==> config.mk <==
export PLATFORM = sky130hd
export DESIGN_NAME = modn_updown_counter
export DESIGN_NICKNAME = d
export VERILOG_FILES = /design/src/rtl/modn_updown_counter.sv
export SDC_FILE = /design/constraint.sdc
export NUM_CORES = 1
export LEC_CHECK = 0
export BUFFER_PORTS_ARGS = -buffer_cell sky130_fd_sc_hd__buf_2
export CAP_MARGIN = 20
export CORE_AREA = 2 2 39 41
export CTS_BUF_LIST = sky130_fd_sc_hd__clkbuf_8 sky130_fd_sc_hd__clkbuf_16
export DETAILED_ROUTE_END_ITERATION = 6
export DIE_AREA = 0 0 41 43
export GPL_TIMING_DRIVEN = 0
export SKIP_CTS_REPAIR_TIMING = 1
export SLEW_MARGIN = 0
export SYNTH_ARGS = -nofsm -noshare
export SYNTH_HDL_FRONTEND = slang
export SYNTH_SLANG_ARGS = --single-unit
==> constraint.sdc <==
create_clock -name Cp -period 3.33 [get_ports Cp]
set_input_delay 0.1665 -clock Cp [delete_from_list [all_inputs] [get_ports Cp]]
set_output_delay 0.1665 -clock Cp [all_outputs]
set_load 0.02 [all_outputs]
==> src/rtl/modn_updown_counter.sv <==
// Modulo-MOD up/down counter with clear, clamped parallel load and cascade terminal count.
// Q/Wrap/LdErr register one edge after their inputs; Tc is combinational; no backpressure.
module modn_updown_counter #(
    parameter int W   = 3,
    parameter int MOD = 7
) (
    input  logic         Cp,
    input  logic         _R,
    input  logic         En,
    input  logic         Up,
    input  logic         Clr,
    input  logic         Ld,
    input  logic [W-1:0] D,
    output logic [W-1:0] Q,
    output logic         Tc,
    output logic         Wrap,
    output logic         LdErr
);

    if (MOD < 2 || MOD > (1 << W)) begin : g_bad_mod
        $fatal(1, "modn_updown_counter: MOD=%0d outside 2..2**W (W=%0d)", MOD, W);
    end

    localparam logic [W-1:0] TOP = W'(MOD - 1);

    logic [W-1:0] q_q, q_d;
    logic         wrap_q, wrap_d;
    logic         lderr_q, lderr_d;

    // Priority Clr > Ld > En; the pulse outputs default low every edge.
    always_comb begin
        q_d     = q_q;
        wrap_d  = 1'b0;
        lderr_d = 1'b0;
        if (Clr) begin
            q_d = '0;
        end else if (Ld) begin
            if (D > TOP) begin
                q_d     = TOP;
                lderr_d = 1'b1;
            end else begin
                q_d = D;
            end
        end else if (En) begin
            if (Up) begin
                if (q_q == TOP) begin
                    q_d    = '0;
                    wrap_d = 1'b1;
                end else begin
                    q_d = q_q + 1'b1;
                end
            end else begin
                if (q_q == '0) begin
                    q_d    = TOP;
                    wrap_d = 1'b1;
                end else begin
                    q_d = q_q - 1'b1;
                end
            end
        end
    end

    always_ff @(posedge Cp) begin
        if (!_R) begin
            q_q     <= '0;
            wrap_q  <= 1'b0;
            lderr_q <= 1'b0;
        end else begin
            q_q     <= q_d;
            wrap_q  <= wrap_d;
            lderr_q <= lderr_d;
        end
    end

    // Combinational so a downstream stage advances on the same edge this one wraps.
    assign Tc    = En & ((Up & (q_q == TOP)) | (~Up & (q_q == '0)));
    assign Q     = q_q;
    assign Wrap  = wrap_q;
    assign LdErr = lderr_q;

endmodule

==> metrics.md <==
| Metric | Value |
|---|---|
| Outcome | complete, no violations |
| Iter 0 DRT Violations | 10 |
| Synth top area share | 0.264 |
| Row cnt | 14 |
| Skew-Pair Late Insertion Delay | 0.22 ns |
| DRC viols | 0 |
| Placed Cells | 73 |
| Worst-margin pin slew | 0.333 ns |
| Nature of the critical path startpoint | flip-flop |
| Multi-input gate area | 256 sq um |
| First-pass iteration count of the detailed router | 4 |
| Max Freq | 0.590 GHz |
| Fraction of layout cells with a size suffix above 1 | 0.311 |
| Total Die Area | 1760 sq um |
| First-pass GRT wire length | 1280 um |
| Max-slew headroom | 0.778 |
| Io pins | 15 |
| Netlist Area Pre-Place | 379 sq um |
| Crit path required time | 3.16 ns |
| # H-tree levels | 1 |
| Slew Limit Fails | 0 |
| CTS tree | yes |
| Gpl congestion | 0.782 |
| HP Class | input port to flip-flop |
| Final Non-Filler Cells | 77 |
| Cell taking the most area after synthesis | dfxtp_1 |
| All-Layer GR Usage | 0.108 |
| Syn. warnings | 0 |
| Die height | 43 um |
| Reg2reg setup slack | 1.69 ns |
| Initial cell density of the core | 0.274 |
| Asr flop ratio synth | 0 |
| Vias per inst | 5.01 |
| Inserted Clock Buffers | 3 |
| Post-synth top cells | nand2_1, dfxtp_1, ha_1 |
| Seq/Total Area, Yosys | 0.264 |
| Most frequent cell after synthesis | nand2_1 |
| Crit. End Element | output port |
| Core area | 1380 sq um |
| Detailed-route via count | 386 |
| Syn-to-layout area delta | 34.3% |
| Synth Register Bits | 5 |
| Hold Slack | 0.184 ns |
| Root Buffer | clkbuf_8 |
| Die Width | 41 um |
| Antenna diodes | 0 |
| Post-route minimum period | 1.69 ns |
| Register area | 100 sq um |
| Min-Delay Path Depth | 3 |
| Total congestion overflow | 0 |
| Final setup TNS | 0 ns |
| Clk_skew | 0.00513 ns |
| Antenna violations before repair | 0 |
| Crit path arrival time | 1.53 ns |
| Max-cap violations | 0 |
| Antenna viol nets, final | 0 |
| Leakage | 0.000239 uW |
| Clock sinks | 5 |
| Largest net degree at the start of global routing | 9 |
| Vias in the first global route | 329 |
| Synth Instances | 44 |
| Drt wl/cell | 10.4 um |
| Syn_area_per_cell | 8.62 sq um |
| Worst setup path class | flip-flop to output port |
| RSZ-0062 raised after global routing | false |
| Maximum root-to-sink buffer count | 2 |
| Hpwl dp | 635 um |
| Nets | 76 |
| CP Max Fanout | 5 |
| IO buf count | 13 |
| Final Hold Vio Count | 0 |
| Main synth FF type | dfxtp_1 |
| CTS clock-pin slew for the worst setup and hold paths | 0.04 ns |
| Setup violators final | 0 |
| Period Utilization, post-route | 0.509 |
| Netlist cell types | 23 |
| Worst vdd ir | 0.000202 V |
| Worst Reg2Reg Path Length in Cells | 5 |
| Drt total wl | 804 um |
| Pwr/cell area | 415 nW/um^2 |
| Synth top area cells | dfxtp_1, ha_1, nand2_1 |
| Fill count | 152 |
| Post-Syn Nets | 58 |
| EDFF count, synth | 0 |
metrics by stage:
stage          cell area, sq um   util  worst slack, ns  power [uW]
6_report                    509  0.368             1.64         211
5_1_grt                     509  0.368             1.51         222
4_1_cts                     509  0.368             1.63         214
3_5_place_dp                464  0.335             1.67         104
3_3_place_gp                464  0.335             1.70         103
2_1_floorplan               379      -             1.62        90.5
cells by family after synthesis:
kind of cell	Yosys count	share of synthesized area
muxes	1	0.0396
buffers and inverters	4	0.0594
AOI/OAI and AO/OA	13	0.261
and+or+nand+nor	16	0.211
adders and majority gates	5	0.165
DFF	5	0.264
cell usage in the layout, fill, tap and decap left out, drive strengths merged, types with 2 or more instances in the layout:
master	instances
nand2	8
nand2b	3
ha	5
buf	14
a21oi	3
clkbuf	3
a211oi	2
dfxtp	5
inv	4
where the power goes:
part / switching (uW) / internal (uW) / total, uW
Combinational: 20.9 / 17.1 / 38.0
Sequential: 2.49 / 62.3 / 64.8
Clock: 29.7 / 79.0 / 109
worst paths after layout:
kind | end | from
worst min-delay path | LdErr$_SDFF_PP0_ | D[0]
worst max-delay path | Tc | Q[0]$_SDFFE_PP0P_
worst min register to register | Q[0]$_SDFFE_PP0P_ | Q[0]$_SDFFE_PP0P_
worst max register to register | Q[2]$_SDFFE_PP0P_ | Q[0]$_SDFFE_PP0P_
final cells by class:
type / count / area share
plain buffers: 1 / 0.0221
clock buffers: 3 / 0.0811
clock inverters: 1 / 0.00737
inverters: 3 / 0.0221
multi-input cells: 35 / 0.504
flip-flops and latches: 5 / 0.197
well taps: 16 / 0.0393
repair buffers: 13 / 0.128
routing by layer:
layer | track usage | part of all wire | routed length (um)
met4 | 0.0200 | 0 | 0
met2 | 0.159 | 0.51 | 412
met5 | 0 | 0 | 0
met3 | 0.0628 | 0.042 | 34
met1 | 0.132 | 0.44 | 357
critical path: stages (launching register included):
cell and delay [ns]:
dfxtp_1 0.39, inv_1 0.12, ha_1 0.25, nand3_1 0.11
o21ai_0 0.11, and2_1 0.17, buf_2 0.15
state kept, by name, indices dropped and copies added (netlist names):
name and flops:
Q 3, Wrap 1, LdErr 1
Power figures use the tool's default switching activity.
